**src/rtl/serial_pkg.sv**
```systemverilog
// serial_pkg: shared state encoding and frame constants for serial_tx.
package serial_pkg;
    typedef enum logic [2:0] {IDLE, START, DATA, PARITY, STOP} state_t;
    localparam int DATA_BITS = 8;
    localparam int FRAME_BITS_PAR = 11;
    localparam int FRAME_BITS_NOPAR = 10;
endpackage

```
**src/rtl/serial_bit_timer.sv**
```systemverilog
// serial_bit_timer: bit-period down-counter; tick marks the last cycle of a bit.
module serial_bit_timer #(parameter int W = 1) (
    input  logic         clk,
    input  logic         reset,
    input  logic         load,
    input  logic [W-1:0] period,
    output logic         tick
);
    logic [W-1:0] cnt;
    always_ff @(posedge clk) begin
        if (reset) cnt <= '0;
        else if (load) cnt <= period - W'(1);
        else if (cnt != '0) cnt <= cnt - W'(1);
    end
    assign tick = cnt == '0;
endmodule

```
**src/rtl/serial_tx.sv**
```systemverilog
// serial_tx: 8N1 serial transmitter (start, 8 data LSB first, stop).
// Define SERIAL_TX_PARITY_EN to insert an odd-parity bit before the stop bit.
module serial_tx import serial_pkg::*; #(parameter int CLKS_PER_BIT = 1) (
    input  logic       clk,
    input  logic       reset,
    input  logic       valid,
    input  logic [7:0] data,
    output logic       ready,
    output logic       tx,
    output logic       done
);
    localparam int W = $clog2(CLKS_PER_BIT + 1);
    state_t state;
    logic [7:0] sreg;
    logic [2:0] idx;
    logic tick;
`ifdef SERIAL_TX_PARITY_EN
    logic par;
`endif
    // The timer is held loaded while idle so START gets a full bit period.
    serial_bit_timer #(.W(W)) u_timer (
        .clk(clk),
        .reset(reset),
        .load(state == IDLE || tick),
        .period(W'(CLKS_PER_BIT)),
        .tick(tick)
    );
    assign done = state == STOP && tick;
    always_ff @(posedge clk) begin
        if (reset) begin
            state <= IDLE;
            tx <= 1'b1;
            ready <= 1'b1;
            sreg <= '0;
            idx <= '0;
`ifdef SERIAL_TX_PARITY_EN
            par <= 1'b0;
`endif
        end else begin
            case (state)
                IDLE: if (valid && ready) begin
                    state <= START;
                    sreg <= data;
`ifdef SERIAL_TX_PARITY_EN
                    par <= ~^data;
`endif
                    idx <= '0;
                    tx <= 1'b0;
                    ready <= 1'b0;
                end
                START: if (tick) begin
                    state <= DATA;
                    tx <= sreg[0];
                end
                DATA: if (tick) begin
                    if (idx == 3'(DATA_BITS - 1)) begin
`ifdef SERIAL_TX_PARITY_EN
                        state <= PARITY;
                        tx <= par;
`else
                        state <= STOP;
                        tx <= 1'b1;
`endif
                    end else begin
                        idx <= idx + 3'd1;
                        sreg <= sreg >> 1;
                        tx <= sreg[1];
                    end
                end
`ifdef SERIAL_TX_PARITY_EN
                PARITY: if (tick) begin
                    state <= STOP;
                    tx <= 1'b1;
                end
`endif
                STOP: if (tick) begin
                    state <= IDLE;
                    ready <= 1'b1;
                    tx <= 1'b1;
                end
                default: begin
                    state <= IDLE;
                    ready <= 1'b1;
                    tx <= 1'b1;
                end
            endcase
        end
    end
endmodule

```
**config.mk**
```make
export PLATFORM = sky130hd
export DESIGN_NAME = serial_tx
export DESIGN_NICKNAME = d
export VERILOG_FILES = /design/src/rtl/serial_pkg.sv /design/src/rtl/serial_bit_timer.sv /design/src/rtl/serial_tx.sv
export SDC_FILE = /design/constraint.sdc
export NUM_CORES = 1
export LEC_CHECK = 0
export ABC_AREA = 1
export CAP_MARGIN = 15
export CORE_MARGIN = 2
export CORE_UTILIZATION = 40
export CTS_CLUSTER_SIZE = 24
export DETAILED_ROUTE_END_ITERATION = 8
export GPL_TIMING_DRIVEN = 0
export PLACE_DENSITY = 0.62
export SLEW_MARGIN = 40
export SYNTH_ARGS = -nofsm -noshare
export SYNTH_HDL_FRONTEND = slang
export SYNTH_SLANG_ARGS = --single-unit
```
**constraint.sdc**
```tcl
create_clock -name clk -period 2.1 [get_ports clk]
set_input_delay 0.315 -clock clk [delete_from_list [all_inputs] [get_ports clk]]
set_output_delay 0.315 -clock clk [all_outputs]
set_load 0.1 [all_outputs]
```
# --- After elaboration in Yosys (flattened, before gate mapping) ---
# Index checks and enable logic that the tools add are counted.
# Widths: inputs -> output; s select.
totals:
  elab_cells: 52
  output_inout_bits: 3
  ff_bits: 17
  inputBits: 11
classes:
  bitwise_logic: 2
  addsub: 2
  n_reduce_logical: 11
  n_eq_ne: 10
  n_mux: 21
op_table:
  columns: ["operator", "n"]
  rows:
  - ["$mux 3", 8]
  - ["$mux 8", 3]
  - ["$pmux 8 s2", 1]
  - ["$pmux 3 s4", 1]
  - ["$ne 2x2->1 const B", 5]
  - ["$reduce_and 4->1", 2]
  - ["$eq 3x3->1 const B", 2]
  - ["$pmux 3 s2", 1]
  - ["$mux 1", 5]
  - ["$reduce_and 5->1", 1]
  - ["$pmux 1 s4", 1]
  - ["$add 3x1->3 const B", 1]
  - ["$eq 3x1->1 const B", 1]
  - ["$eq 3x2->1 const B", 1]
  - ["$logic_not 3->1", 1]
  - ["$pmux 1 s3", 1]
  - ["$reduce_and 3->1", 1]
  - ["$reduce_or 3->1", 1]
  - ["$logic_and 1x1->1", 2]
  - ["$ne 2x1->1 const B", 1]
  - ["$not 1->1", 2]
  - ["$reduce_bool 2->1", 1]
  - ["$reduce_or 2->1", 1]
  - ["$logic_or 1x1->1", 1]
  - ["$sub 1x1->1 const B", 1]

# --- Depth between registers and ports, before layout ---
# Gate-level depths: netlist of the first run.
depth:
  word_depth: 4
  mapped_depth: 10
  depth_no_buf: 9

# --- Modules after synthesis ---
# A second synthesis of the first run with hierarchy kept.
hier_totals:
  hier_cells: 143
  hier_area_um2: 898.4
modules_own_cells:
  columns: ["mod", "area_each_um2", "seq_area_each_um2", "cells_per_inst", "n_inst"]
  rows:
  - ["serial_tx", 860.8, 320.3, 138, 1]
  - ["serial_bit_timer", 37.5, 20.0, 5, 1]

# --- Least setup slack after synthesis of the first run ---
# No wires, ideal clock.
synth_path:
  path_type: "register to output"
  from: "register state[2]"
  to: "output done"
  slack_ns: -1.533
  arrival_time_ns: 3.318
  required_ns: 1.785
  path_buffers: 0
  stages_incl_launch_ff: 3
  cell_sequence: "dfxtp_1 -> inv_1 -> nor4_1"
synth_between:
  elab_chain_cells: 2
synth_lines:
  columns: ["item", "line", "rtl"]
  rows:
  - ["start: declaration", "serial_tx.sv:13", "state_t state;"]
  - ["start signal: assignment", "serial_tx.sv:31", "state <= IDLE;"]
  - ["start signal: assignment", "serial_tx.sv:42", "state <= START;"]
  - ["start signal: assignment", "serial_tx.sv:52", "state <= DATA;"]
  - ["$eq 3x3->1", "serial_tx.sv:28", "assign done = state == STOP && tick;"]
  - ["$logic_and 1x1->1", "serial_tx.sv:28", null]
  - ["end: declaration", "serial_tx.sv:10", "output logic done"]
# Every way passes these cells.

# --- Worst setup path after layout of the first run ---
# Ends and elaborated chain as after synthesis.

==> results of run 1 <==
## cell usage in the layout, fill, tap and decap left out, drive strengths merged
master         count
nor2              26
o211ai             1
inv               20
nand4              1
clkdlybuf4s50     10
dfxtp             17
nor4               1
ha                 2
or2                1
a21oi              2
nand3             21
buf                8
clkbuf             4
nand2             54
o21ai              3
conb               1
## stage by stage
stage	instance area, um2	TNS (ps)	power (uW)
after floorplan	983	0	1340
after global placement	1150	-71.3	1530
after detailed placement	1130	0	1530
after CTS	1160	0	1710
after global routing	1160	0	1860
final	1160	0	1690
## metal layers
| metal | vias up | wire [um] |
|---|---|---|
| li1 | 513 | - |
| met1 | 394 | 1050 |
| met2 | 17 | 898 |
| met3 | 4 | 74 |
| met4 | 0 | 24 |
| met5 | - | 0 |
## power by group through the flow
stage          Clock, uW  Sequential, uW  Combinational, uW
2_1_floorplan          0             631                704
3_3_place_gp           0             525               1010
3_5_place_dp           0             529               1010
4_1_cts              182             521               1010
5_1_grt              197             535               1130
6_report             170             521                997
## logic make-up (layout without fill, tap and decap cells)
kind of cell | count (synthesis) | in the layout
and+or+nand+nor | 104 | 104
buffers and inverters | 25 | 42
DFF | 17 | 17
AOI/OAI and AO/OA | 6 | 6
adders and majority gates | 2 | 2
other | 1 | 1
## flip-flops by register name, indices dropped and copies added (netlist names)
name,count
sreg,8
ready,1
idx,3
tx,1
u_timer.cnt,1
state,3
## worst max-delay path by stage
stage	start	end	slack, ps	depth (start not counted)
2_1_floorplan	state[2]$_SDFFE_PP0P_	done	270	2
3_3_place_gp	state[2]$_SDFFE_PP0P_	done	-70	3
3_5_place_dp	reset	sreg[1]$_SDFFE_PP0P_	470	5
4_1_cts	state[2]$_SDFFE_PP0P_	done	290	3
5_1_grt	state[2]$_SDFFE_PP0P_	done	230	3
6_report	state[2]$_SDFFE_PP0P_	done	310	3
## tightest hold or removal path: stages, from the launching register on
cell     delay [ps]
dfxtp_1         320
nand2_1          60
a21oi_1          50
## area by class of cell
| cell class | count | share of cell area, % |
|---|---|---|
| flip-flops and latches | 17 | 29.3 |
| repair buffers | 13 | 9.92 |
| well taps | 28 | 3.02 |
| multi-input cells | 113 | 45.1 |
| clock buffers | 4 | 2.27 |
| inverters | 20 | 6.47 |
| plain buffers | 5 | 3.88 |
==> flow_results.xml, run 1 <==
<?xml version="1.0" encoding="UTF-8"?>
<metrics>
  <group name="run_status">
    <metric name="run_status" unit="">finished, final reports clean</metric>
  </group>
  <group name="critical_path">
    <metric name="critical_path.max_stage_delay" unit="ps">460</metric>
    <metric name="ff2ff_setup_slack" unit="ps">660</metric>
    <metric name="worstRegToRegCells" unit="">7</metric>
    <metric name="timing.critical_path.slowest_stage_cell" unit="">buf_2</metric>
    <metric name="critical_path_class" unit="">reg -&gt; out</metric>
    <metric name="start_kind" unit="">flip-flop</metric>
    <metric name="critical_path.top_delay_family" unit="">buffers and inverters</metric>
    <metric name="timing.critical_path.arrival" unit="ps">1480</metric>
    <metric name="crit_path_max_fanout" unit="">4</metric>
    <metric name="timing.critical_path.cells" unit="">inv_1, nor4_4, buf_2</metric>
    <metric name="reg2reg_start" unit="">state[1]$_SDFFE_PP0P_</metric>
    <metric name="critPathRequiredTime" unit="ps">1780</metric>
    <metric name="worstReg2RegEnd" unit="">state[0]$_SDFFE_PP0P_</metric>
    <metric name="cp.buffers_inverters" unit="">2</metric>
    <metric name="endpoint_kind" unit="">primary output</metric>
  </group>
  <group name="clock_tree">
    <metric name="cts_max_level" unit="">1</metric>
    <metric name="clock-sinks" unit="">17</metric>
    <metric name="worst_skew_late_latency" unit="ps">280</metric>
    <metric name="number_of_buffers_inserted_by_hold_repair_at_cts" unit="">0</metric>
    <metric name="clk_root_buffer_cell" unit="">clkbuf_4</metric>
    <metric name="cts_setup_buffers" unit="">0</metric>
    <metric name="tritoncts.num_buffers" unit="">3</metric>
    <metric name="worst_setup_hold_path_clk_slew" unit="ps">90</metric>
    <metric name="post_cts_resized" unit="">0</metric>
    <metric name="clockBufferDepth" unit="">2</metric>
    <metric name="cts_tree" unit="">yes</metric>
  </group>
  <group name="floorplanning">
    <metric name="core" unit="mm2">0.00225</metric>
    <metric name="dieHeight" unit="um">53.2</metric>
    <metric name="horiz_die_dim" unit="um">53.2</metric>
    <metric name="core.rowCount" unit="">17</metric>
    <metric name="design.die.area" unit="mm2">0.00283</metric>
    <metric name="num_io_pins" unit="">14</metric>
    <metric name="floorplan.initialDensity" unit="%">43.0</metric>
  </group>
  <group name="synthesis">
    <metric name="synth.lib_cells_used.distinct" unit="">21</metric>
    <metric name="yosys-top-cells-count" unit="">nand2_1 (52), nor2_1 (25), nand3_1 (19)</metric>
    <metric name="syn_nets" unit="">168</metric>
    <metric name="post-synth-top-count-cell" unit="">nand2_1</metric>
    <metric name="synth.yosys.seq_area_share" unit="%">35.1</metric>
    <metric name="synth_top_family_by_area" unit="">simple AND/OR/NAND/NOR gates</metric>
    <metric name="synth_adder_area_share" unit="%">2.58</metric>
    <metric name="synth-edff-count" unit="">0</metric>
    <metric name="post-synth-top-area-fraction" unit="%">35.1</metric>
    <metric name="yosys_most_used_dff" unit="">dfxtp_1</metric>
    <metric name="synth.avg_cell_area" unit="um2">6.25</metric>
    <metric name="synth_area_leaders" unit="">dfxtp_1 (35%), nand2_1 (20%), nand3_1 (9.8%)</metric>
    <metric name="synthMuxAreaShare" unit="%">0</metric>
    <metric name="yosysWarningCount" unit="">0</metric>
    <metric name="yosys.area_share.xor_xnor" unit="%">0</metric>
    <metric name="netlist.top_cell.by_area" unit="">dfxtp_1</metric>
    <metric name="netlist_area" unit="um2">968</metric>
    <metric name="synthCells" unit="">155</metric>
    <metric name="synth_seq_cells" unit="">17</metric>
    <metric name="asyncSetResetFlopFracSynth" unit="%">0</metric>
    <metric name="synthSimpleGateAreaFrac" unit="%">46.1</metric>
    <metric name="synth-compound-area-share" unit="%">3.36</metric>
  </group>
  <group name="placed_design">
    <metric name="buffer_ports.inserted" unit="">13</metric>
    <metric name="place.gp.congestion" unit="">0.803</metric>
    <metric name="dpl.hpwl" unit="um">1550</metric>
    <metric name="place.detailed.instances" unit="">196</metric>
    <metric name="pre_cts_ws" unit="ps">474</metric>
  </group>
  <group name="pwr">
    <metric name="vdd_ir_drop_max" unit="uV">831</metric>
    <metric name="share_clk_of_total_power" unit="%">10.1</metric>
    <metric name="total_leakage_power" unit="uW">0.000610</metric>
    <metric name="power.density_cell_area" unit="mW/mm2">1460</metric>
    <metric name="p_sw" unit="uW">843</metric>
    <metric name="combinationalPowerShare" unit="%">59.1</metric>
    <metric name="internal-power" unit="uW">845</metric>
    <metric name="switching_share_of_power" unit="%">49.9</metric>
    <metric name="power.sequential.fraction" unit="%">30.9</metric>
  </group>
  <group name="drt">
    <metric name="postRouteWirelength" unit="um">2050</metric>
    <metric name="drt-pass1-iter-count" unit="">5</metric>
    <metric name="via_to_cell_ratio" unit="">4.64</metric>
    <metric name="first_iter_violations" unit="">19</metric>
    <metric name="detail_route.wl_per_cell" unit="um">10.3</metric>
    <metric name="route.antenna.remaining_nets" unit="">0</metric>
    <metric name="post-route-drc-count" unit="">0</metric>
    <metric name="detailroute.via_count" unit="">928</metric>
  </group>
  <group name="worst_hold_path">
    <metric name="hold_class" unit="">reg -&gt; reg</metric>
    <metric name="worst_hold_path.endpoint" unit="">sreg[7]$_SDFFE_PP0P_</metric>
    <metric name="hold-path-cell-count" unit="">2</metric>
    <metric name="min-delay-start" unit="">sreg[7]$_SDFFE_PP0P_</metric>
  </group>
  <group name="global_routing">
    <metric name="grt_use_met3" unit="%">3.11</metric>
    <metric name="first_global_vias" unit="">866</metric>
    <metric name="use_met2" unit="%">28.2</metric>
    <metric name="grt.busiest_layer" unit="">met2</metric>
    <metric name="globalRoute.totalOverflow" unit="">0</metric>
    <metric name="global_route_wire_length_before_repair" unit="um">3490</metric>
    <metric name="grt_usage" unit="%">16.8</metric>
    <metric name="grt_use_met1" unit="%">20.6</metric>
    <metric name="grt_antenna_before_repair" unit="">0</metric>
    <metric name="grt_start_max_net_pins" unit="">11</metric>
  </group>
  <group name="finish">
    <metric name="count_of_nets_after_finishing" unit="">186</metric>
    <metric name="drive_gt1_share" unit="%">11.6</metric>
    <metric name="antenna-diode-count" unit="">0</metric>
    <metric name="layout.cells.non_filler" unit="">200</metric>
    <metric name="multiInputGateArea" unit="um2">523</metric>
    <metric name="flow.area_growth_from_synthesis" unit="%">19.8</metric>
    <metric name="finalCoreUtilization" unit="%">51.4</metric>
    <metric name="ff_latch_area" unit="um2">340</metric>
    <metric name="fillers" unit="">239</metric>
  </group>
  <group name="timing">
    <metric name="rsz0062_at_grt" unit="">no</metric>
    <metric name="final.setup_skew" unit="ps">2.24</metric>
    <metric name="layout_worst_path_cycle_share" unit="%">85.3</metric>
    <metric name="layout_min_cycle_time" unit="ps">1790</metric>
    <metric name="finalHoldViolCount" unit="">0</metric>
    <metric name="achievable-frequency" unit="MHz">558</metric>
    <metric name="finalHoldWorstSlack" unit="ps">468</metric>
    <metric name="layout_setup_ws" unit="ps">309</metric>
    <metric name="report.final.slew_viol_count" unit="">0</metric>
    <metric name="setup_violators_final" unit="">0</metric>
  </group>
  <group name="flow_run">
    <metric name="cap_violations" unit="">0</metric>
  </group>
</metrics>
(Power assumes the default switching activity.)
==> run 2: changes to the inputs <==
--- a/config.mk
+++ b/config.mk
@@ -9,11 +9,10 @@
 export CAP_MARGIN = 15
 export CORE_MARGIN = 2
 export CORE_UTILIZATION = 40
-export CTS_CLUSTER_SIZE = 24
+export CTS_CLUSTER_SIZE = 12
 export DETAILED_ROUTE_END_ITERATION = 8
 export GPL_TIMING_DRIVEN = 0
 export PLACE_DENSITY = 0.62
-export SLEW_MARGIN = 40
 export SYNTH_ARGS = -nofsm -noshare
 export SYNTH_HDL_FRONTEND = slang
 export SYNTH_SLANG_ARGS = --single-unit
==> run 2 against run 1 <==
Clock power up 5%. Combinational power about the same. Non-clock buffer count unchanged. Via count up 1.7%. Core utilization up 0.78 points. Die area unchanged. Cell count unchanged. Critical path depth unchanged. Critical path type unchanged. Largest cell class unchanged.
==> flow_results.xml, run 2 (synthesized netlist as in run 1, its figures left out) <==
<?xml version="1.0" encoding="UTF-8"?>
<metrics>
  <group name="critical_path">
    <metric name="timing.critical_path.cells" unit="">inv_1, nor4_4, clkdlybuf4s15_2</metric>
    <metric name="critPathRequiredTime" unit="ps">1780</metric>
    <metric name="timing.critical_path.slowest_stage_cell" unit="">clkdlybuf4s15_2</metric>
    <metric name="endpoint_kind" unit="">primary output</metric>
    <metric name="start_kind" unit="">flip-flop</metric>
    <metric name="crit_path_max_fanout" unit="">4</metric>
    <metric name="critical_path.max_stage_delay" unit="ps">580</metric>
    <metric name="timing.critical_path.arrival" unit="ps">1640</metric>
    <metric name="critical_path_class" unit="">reg -&gt; out</metric>
  </group>
  <group name="timing">
    <metric name="rsz0062_at_grt" unit="">no</metric>
    <metric name="finalHoldViolCount" unit="">0</metric>
    <metric name="finalHoldWorstSlack" unit="ps">469</metric>
    <metric name="report.final.slew_viol_count" unit="">0</metric>
    <metric name="setup_violators_final" unit="">0</metric>
    <metric name="final.setup_skew" unit="ps">4.35</metric>
    <metric name="max-slew-margin-rel" unit="%">35.8</metric>
    <metric name="layout_setup_ws" unit="ps">140</metric>
    <metric name="layout_worst_path_cycle_share" unit="%">93.3</metric>
    <metric name="max_slew.worst_pin.slew" unit="ps">961</metric>
    <metric name="achievable-frequency" unit="MHz">510</metric>
    <metric name="layout_min_cycle_time" unit="ps">1960</metric>
  </group>
  <group name="clock_tree">
    <metric name="clk_root_buffer_cell" unit="">clkbuf_4</metric>
    <metric name="worst_skew_late_latency" unit="ps">290</metric>
    <metric name="cts_max_level" unit="">1</metric>
    <metric name="clock-sinks" unit="">17</metric>
    <metric name="cts_setup_buffers" unit="">0</metric>
    <metric name="cts_tree" unit="">yes</metric>
    <metric name="clockBufferDepth" unit="">2</metric>
    <metric name="worst_setup_hold_path_clk_slew" unit="ps">100</metric>
    <metric name="tritoncts.num_buffers" unit="">3</metric>
  </group>
  <group name="pwr">
    <metric name="internal-power" unit="uW">856</metric>
    <metric name="power.sequential.fraction" unit="%">30.4</metric>
    <metric name="combinationalPowerShare" unit="%">59.1</metric>
    <metric name="switching_share_of_power" unit="%">49.8</metric>
    <metric name="vdd_ir_drop_max" unit="uV">750</metric>
    <metric name="total_leakage_power" unit="uW">0.000615</metric>
    <metric name="p_sw" unit="uW">851</metric>
    <metric name="share_clk_of_total_power" unit="%">10.5</metric>
    <metric name="power.density_cell_area" unit="mW/mm2">1450</metric>
  </group>
  <group name="floorplanning">
    <metric name="core" unit="mm2">0.00225</metric>
    <metric name="horiz_die_dim" unit="um">53.2</metric>
    <metric name="floorplan.initialDensity" unit="%">43.0</metric>
    <metric name="core.rowCount" unit="">17</metric>
    <metric name="design.die.area" unit="mm2">0.00283</metric>
    <metric name="num_io_pins" unit="">14</metric>
    <metric name="dieHeight" unit="um">53.2</metric>
  </group>
  <group name="global_routing">
    <metric name="first_global_vias" unit="">840</metric>
    <metric name="use_met2" unit="%">27.6</metric>
    <metric name="grt_usage" unit="%">17.1</metric>
    <metric name="grt_use_met3" unit="%">3.11</metric>
    <metric name="grt_antenna_before_repair" unit="">0</metric>
    <metric name="grt_use_met1" unit="%">21.4</metric>
    <metric name="grt.busiest_layer" unit="">met2</metric>
    <metric name="globalRoute.totalOverflow" unit="">0</metric>
    <metric name="global_route_wire_length_before_repair" unit="um">3480</metric>
    <metric name="grt_start_max_net_pins" unit="">11</metric>
  </group>
  <group name="finish">
    <metric name="largestRegisters" unit="">sreg: 8 flops, idx: 3 flops, state: 3 flops</metric>
    <metric name="mostFrequentLayoutCells" unit="">nand2_1 (52), nor2_1 (25), nand3_1 (19)</metric>
    <metric name="count_of_nets_after_finishing" unit="">186</metric>
    <metric name="flow.area_growth_from_synthesis" unit="%">21.6</metric>
    <metric name="ff_latch_area" unit="um2">340</metric>
    <metric name="regMostFlops" unit="">sreg</metric>
    <metric name="fillers" unit="">245</metric>
    <metric name="max_ffs_per_register" unit="">8</metric>
    <metric name="final_common_cell" unit="">nand2_1</metric>
    <metric name="antenna-diode-count" unit="">0</metric>
    <metric name="multiInputGateArea" unit="um2">523</metric>
    <metric name="drive_gt1_share" unit="%">10.5</metric>
    <metric name="finalCoreUtilization" unit="%">52.2</metric>
  </group>
  <group name="drt">
    <metric name="postRouteWirelength" unit="um">2060</metric>
    <metric name="detailroute.via_count" unit="">944</metric>
    <metric name="first_iter_violations" unit="">13</metric>
    <metric name="post-route-drc-count" unit="">0</metric>
    <metric name="via_to_cell_ratio" unit="">4.72</metric>
    <metric name="drt-pass1-iter-count" unit="">5</metric>
    <metric name="route.antenna.remaining_nets" unit="">0</metric>
    <metric name="detail_route.wl_per_cell" unit="um">10.3</metric>
  </group>
  <group name="placed_design">
    <metric name="dpl.hpwl" unit="um">1540</metric>
    <metric name="pre_cts_ws" unit="ps">-81.5</metric>
    <metric name="place.gp.congestion" unit="">0.803</metric>
    <metric name="buffer_ports.inserted" unit="">13</metric>
  </group>
  <group name="worst_hold_path">
    <metric name="hold_class" unit="">reg -&gt; reg</metric>
  </group>
  <group name="run_status">
    <metric name="run_status" unit="">finished, final reports clean</metric>
  </group>
  <group name="flow_run">
    <metric name="cap_violations" unit="">0</metric>
  </group>
</metrics>
run 2: cell count changes in the layout (fill, tap and decap cells not counted), sizes merged:
cell           before  now
buf                 8    5
dlymetal6s2s        0    1
clkdlybuf4s15       0    1
dlygate4sd2         0    1
run 2: critical path: cells and delay by family (launching register included):
kind	cells	cell delay [ps]
buffers and inverters	2	720
DFF	1	410
and+or+nand+nor	1	210
run 2: metal layers:
layer / wire, um / vias up / part of all wire (%)
li1: - / 508 / -
met1: 1010 / 410 / 49
met2: 919 / 22 / 45
met3: 97 / 4 / 4.7
met4: 36 / 0 / 1.7
met5: 0 / - / 0
run 2: stage by stage:
stage | area (um2) | instances | setup TNS (ps) | power (uW)
global route | 1180 | 200 | 0 | 1880
CTS | 1170 | 200 | 0 | 1730
detailed placement | 1150 | 196 | -81.5 | 1550
floorplan | 983 | 155 | 0 | 1340
global placement | 1150 | 196 | -71.3 | 1530
finish | 1180 | 200 | 0 | 1710
run 2: worst paths after layout:
path / start / endpoint / cells after the start / slack (ps)
max: state[2]$_SDFFE_PP0P_ / done / 3 / 140
min: sreg[7]$_SDFFE_PP0P_ / sreg[7]$_SDFFE_PP0P_ / 2 / 470
max reg2reg: state[1]$_SDFFE_PP0P_ / state[1]$_SDFFE_PP0P_ / 7 / 660
min reg2reg: sreg[7]$_SDFFE_PP0P_ / sreg[7]$_SDFFE_PP0P_ / 2 / 470
run 2: area by class of cell:
type / count / area share (%)
Multi-Input combinational cell: 113 / 44.4
Timing Repair Buffer: 13 / 11.3
Sequential cell: 17 / 28.9
Inverter: 20 / 6.38
Clock buffer: 4 / 2.23
Tap cell: 28 / 2.98
Buffer: 5 / 3.83
run 2: what timing repair did:
action                                  CTS  global route
endpoints found under the setup margin    2             1
gates resized for setup                   4             1
cloned                                    0             0
hold buffers                              0             0
run 2: power groups by stage:
| stage | Sequential (uW) | Combinational (uW) | Clock [uW] |
|---|---|---|---|
| after floorplan | 631 | 704 | 0 |
| after global placement | 525 | 1010 | 0 |
| after detailed placement | 529 | 1020 | 0 |
| after CTS | 521 | 1020 | 191 |
| after global routing | 533 | 1140 | 206 |
| final | 520 | 1010 | 179 |
==> run 3: changes to the inputs <==
--- a/config.mk
+++ b/config.mk
@@ -15,4 +15,5 @@
 export PLACE_DENSITY = 0.62
 export SYNTH_ARGS = -nofsm -noshare
 export SYNTH_HDL_FRONTEND = slang
+export SYNTH_HIERARCHICAL = 1
 export SYNTH_SLANG_ARGS = --single-unit
==> run 3 against run 2 <==
Critical path depth did not move. Largest cell class unchanged. Clock skew fell by 1.9 ps. Design area fell by 5.8%. Largest power group unchanged. Synthesized cell count decreased by 7.7%. Critical path type unchanged. Area after synthesis is 7.2% lower. Sequential power shrank 1%. Combinational power is 19% lower. Non-clock buffer count is 1 lower. Worst setup slack better by 38 ps. Clock power grew 3%.
==> flow_results.xml, run 3 <==
<?xml version="1.0" encoding="UTF-8"?>
<metrics>
  <group name="run_status">
    <metric name="run_status" unit="">finished, final reports clean</metric>
  </group>
  <group name="global_routing">
    <metric name="globalRoute.totalOverflow" unit="">0</metric>
    <metric name="grt_start_max_net_pins" unit="">11</metric>
    <metric name="grt_antenna_before_repair" unit="">0</metric>
    <metric name="first_global_vias" unit="">815</metric>
    <metric name="global_route_wire_length_before_repair" unit="um">3240</metric>
    <metric name="grt_usage" unit="%">16.5</metric>
  </group>
  <group name="synthesis">
    <metric name="yosys_most_used_dff" unit="">dfxtp_1</metric>
    <metric name="synth.yosys.seq_area_share" unit="%">37.9</metric>
    <metric name="yosys.area_share.xor_xnor" unit="%">0</metric>
    <metric name="post-synth-top-area-fraction" unit="%">37.9</metric>
    <metric name="syn_nets" unit="">156</metric>
    <metric name="synth-edff-count" unit="">0</metric>
    <metric name="yosysWarningCount" unit="">6</metric>
    <metric name="synthMuxAreaShare" unit="%">0</metric>
    <metric name="synth_top_family_by_area" unit="">simple AND/OR/NAND/NOR gates</metric>
    <metric name="synth.lib_cells_used.distinct" unit="">20</metric>
    <metric name="post-synth-top-count-cell" unit="">nand2_1</metric>
    <metric name="synth_area_leaders" unit="">dfxtp_1 (38%), nand2_1 (20%), nor2_1 (12%)</metric>
    <metric name="synthCells" unit="">143</metric>
    <metric name="netlist_area" unit="um2">898</metric>
    <metric name="synth.avg_cell_area" unit="um2">6.28</metric>
    <metric name="synth_adder_area_share" unit="%">2.79</metric>
    <metric name="synth-compound-area-share" unit="%">7.80</metric>
    <metric name="synthSimpleGateAreaFrac" unit="%">41.8</metric>
    <metric name="netlist.top_cell.by_area" unit="">dfxtp_1</metric>
    <metric name="synth_seq_cells" unit="">17</metric>
    <metric name="yosys-top-cells-count" unit="">nand2_1 (48), nor2_1 (29), dfxtp_1 (17)</metric>
    <metric name="asyncSetResetFlopFracSynth" unit="%">0</metric>
  </group>
  <group name="floorplanning">
    <metric name="num_io_pins" unit="">14</metric>
    <metric name="core" unit="mm2">0.00217</metric>
    <metric name="floorplan.initialDensity" unit="%">41.4</metric>
    <metric name="horiz_die_dim" unit="um">51.4</metric>
    <metric name="dieHeight" unit="um">51.4</metric>
    <metric name="core.rowCount" unit="">17</metric>
    <metric name="design.die.area" unit="mm2">0.00264</metric>
  </group>
  <group name="timing">
    <metric name="final.setup_skew" unit="ps">2.44</metric>
    <metric name="layout_worst_path_cycle_share" unit="%">91.5</metric>
    <metric name="report.final.slew_viol_count" unit="">0</metric>
    <metric name="layout_min_cycle_time" unit="ps">1920</metric>
    <metric name="rsz0062_at_grt" unit="">no</metric>
    <metric name="layout_setup_ws" unit="ps">179</metric>
    <metric name="achievable-frequency" unit="MHz">520</metric>
    <metric name="max-slew-margin-rel" unit="%">35.8</metric>
    <metric name="setup_violators_final" unit="">0</metric>
    <metric name="finalHoldViolCount" unit="">0</metric>
    <metric name="max_slew.worst_pin.slew" unit="ps">961</metric>
    <metric name="setup_tns" unit="ps">0</metric>
  </group>
  <group name="clock_tree">
    <metric name="clockBufferDepth" unit="">2</metric>
    <metric name="clk_root_buffer_cell" unit="">clkbuf_4</metric>
    <metric name="cts_max_level" unit="">1</metric>
    <metric name="number_of_buffers_inserted_by_hold_repair_at_cts" unit="">0</metric>
    <metric name="cts_setup_buffers" unit="">0</metric>
    <metric name="cts_tree" unit="">yes</metric>
    <metric name="worst_setup_hold_path_clk_slew" unit="ps">110</metric>
    <metric name="clock-sinks" unit="">17</metric>
    <metric name="tritoncts.num_buffers" unit="">3</metric>
    <metric name="worst_skew_late_latency" unit="ps">300</metric>
  </group>
  <group name="finish">
    <metric name="mostFrequentLayoutCells" unit="">nand2_1 (48), nor2_1 (29), dfxtp_1 (17)</metric>
    <metric name="antenna-diode-count" unit="">0</metric>
    <metric name="flow.area_growth_from_synthesis" unit="%">23.4</metric>
    <metric name="max_ffs_per_register" unit="">8</metric>
    <metric name="final_common_cell" unit="">nand2_1</metric>
    <metric name="finalCoreUtilization" unit="%">51.1</metric>
    <metric name="largestRegisters" unit="">sreg: 8 flops, idx: 3 flops, state: 3 flops</metric>
    <metric name="drive_gt1_share" unit="%">10.0</metric>
    <metric name="regMostFlops" unit="">sreg</metric>
    <metric name="fillers" unit="">244</metric>
    <metric name="layout.cells.non_filler" unit="">188</metric>
    <metric name="count_of_nets_after_finishing" unit="">174</metric>
  </group>
  <group name="critical_path">
    <metric name="critPathRequiredTime" unit="ps">1780</metric>
    <metric name="endpoint_kind" unit="">primary output</metric>
    <metric name="reg2reg_start" unit="">idx[0]$_SDFFE_PP0P_</metric>
    <metric name="timing.critical_path.arrival" unit="ps">1610</metric>
    <metric name="critical_path_class" unit="">reg -&gt; out</metric>
    <metric name="worstRegToRegCells" unit="">10</metric>
    <metric name="start_kind" unit="">flip-flop</metric>
    <metric name="ff2ff_setup_slack" unit="ps">410</metric>
    <metric name="worstReg2RegEnd" unit="">sreg[6]$_SDFFE_PP0P_</metric>
    <metric name="crit_path_max_fanout" unit="">5</metric>
  </group>
  <group name="placed_design">
    <metric name="dpl.hpwl" unit="um">1370</metric>
    <metric name="place.gp.congestion" unit="">0.877</metric>
    <metric name="pre_cts_ws" unit="ps">-61.4</metric>
    <metric name="place.detailed.instances" unit="">184</metric>
    <metric name="buffer_ports.inserted" unit="">13</metric>
  </group>
  <group name="pwr">
    <metric name="power.density_cell_area" unit="mW/mm2">1370</metric>
    <metric name="p_total" unit="uW">1510</metric>
    <metric name="total_leakage_power" unit="uW">0.000563</metric>
    <metric name="vdd_ir_drop_max" unit="uV">653</metric>
  </group>
  <group name="drt">
    <metric name="first_iter_violations" unit="">10</metric>
    <metric name="route.layer.met1.wl" unit="um">898</metric>
    <metric name="postRouteWirelength" unit="um">1850</metric>
    <metric name="detailroute.via_count" unit="">877</metric>
    <metric name="detail_route.wl_per_cell" unit="um">9.81</metric>
    <metric name="post-route-drc-count" unit="">0</metric>
    <metric name="route.antenna.remaining_nets" unit="">0</metric>
    <metric name="via_to_cell_ratio" unit="">4.66</metric>
    <metric name="drt-pass1-iter-count" unit="">4</metric>
    <metric name="met2RoutedLength" unit="um">823</metric>
    <metric name="route.met3.wl" unit="um">77</metric>
    <metric name="top_signal_layer_used" unit="">met4</metric>
  </group>
  <group name="worst_hold_path">
    <metric name="worst_hold_path.endpoint" unit="">tx$_SDFFE_PP1P_</metric>
    <metric name="hold_class" unit="">reg -&gt; reg</metric>
    <metric name="hold-path-cell-count" unit="">2</metric>
    <metric name="min-delay-start" unit="">tx$_SDFFE_PP1P_</metric>
  </group>
  <group name="flow_run">
    <metric name="cap_violations" unit="">0</metric>
  </group>
</metrics>
==> run 3: changes by cell type after synthesis, moves of 4 or more <==
| cell | change |
|---|---|
| nand3_1 | -14 |
| inv_1 | -4 |
| nand2_1 | -4 |
| nor2_1 | +4 |
| o21ai_0 | +6 |
==> run 3: logic make-up after synthesis <==
group,Yosys count
compound gates,14
fa+ha+maj,2
buf+inv,18
flops,17
other cells,1
simple gates,91
==> run 3: worst max-delay path by stage <==
stage	startpoint	end	slack (ps)	cells past startpoint
after floorplan	state[2]$_SDFFE_PP0P_	done	270	2
after global placement	state[2]$_SDFFE_PP0P_	done	-70	3
after detailed placement	state[2]$_SDFFE_PP0P_	done	-60	3
after CTS	tx$_SDFFE_PP1P_	tx	0.6	1
after global routing	state[2]$_SDFFE_PP0P_	done	90	3
final	state[2]$_SDFFE_PP0P_	done	180	3
==> run 3: final cells by class <==
class                   instances  area [um2]  share of cell area (%)
multi-input cells             108         489                    44.1
well taps                      28        35.0                    3.16
clock buffers                   3        22.5                    2.03
plain buffers                   4        31.3                    2.82
clock inverters                 1        5.00                   0.451
repair buffers                 13         133                    12.0
inverters                      14        52.6                    4.74
flip-flops and latches         17         340                    30.7
==> run 3: timing repair <==
action | 4_1_cts | 5_1_grt
gates resized for setup | 4 | 1
pin swaps | 0 | 0
endpoints found under the setup margin | 2 | 1
==> run 3: critical path: stages (launching register included) <==
cell,delay (ps)
dfxtp_1,420
inv_1,110
nor4_4,200
clkdlybuf4s15_2,580
==> run 3: routing by layer <==
layer  vias to the layer above  global-route usage [%]
li1                        475                       -
met1                       378                    18.0
met2                        19                    28.6
met3                         5                    3.80
met4                         0                    9.65
met5                         -                       0
==> run 3: where the power goes <==
part	switching, uW	internal, uW	total, uW
Clock	114	71.0	185
Combinational	543	273	816
Sequential	80.5	432	513
==> run 3: through the flow <==
stage	area [um2]	hold slack, ps
5_1_grt	1110	511
3_5_place_dp	1080	461
4_1_cts	1110	489
6_report	1110	478
3_3_place_gp	1080	455
2_1_floorplan	913	384
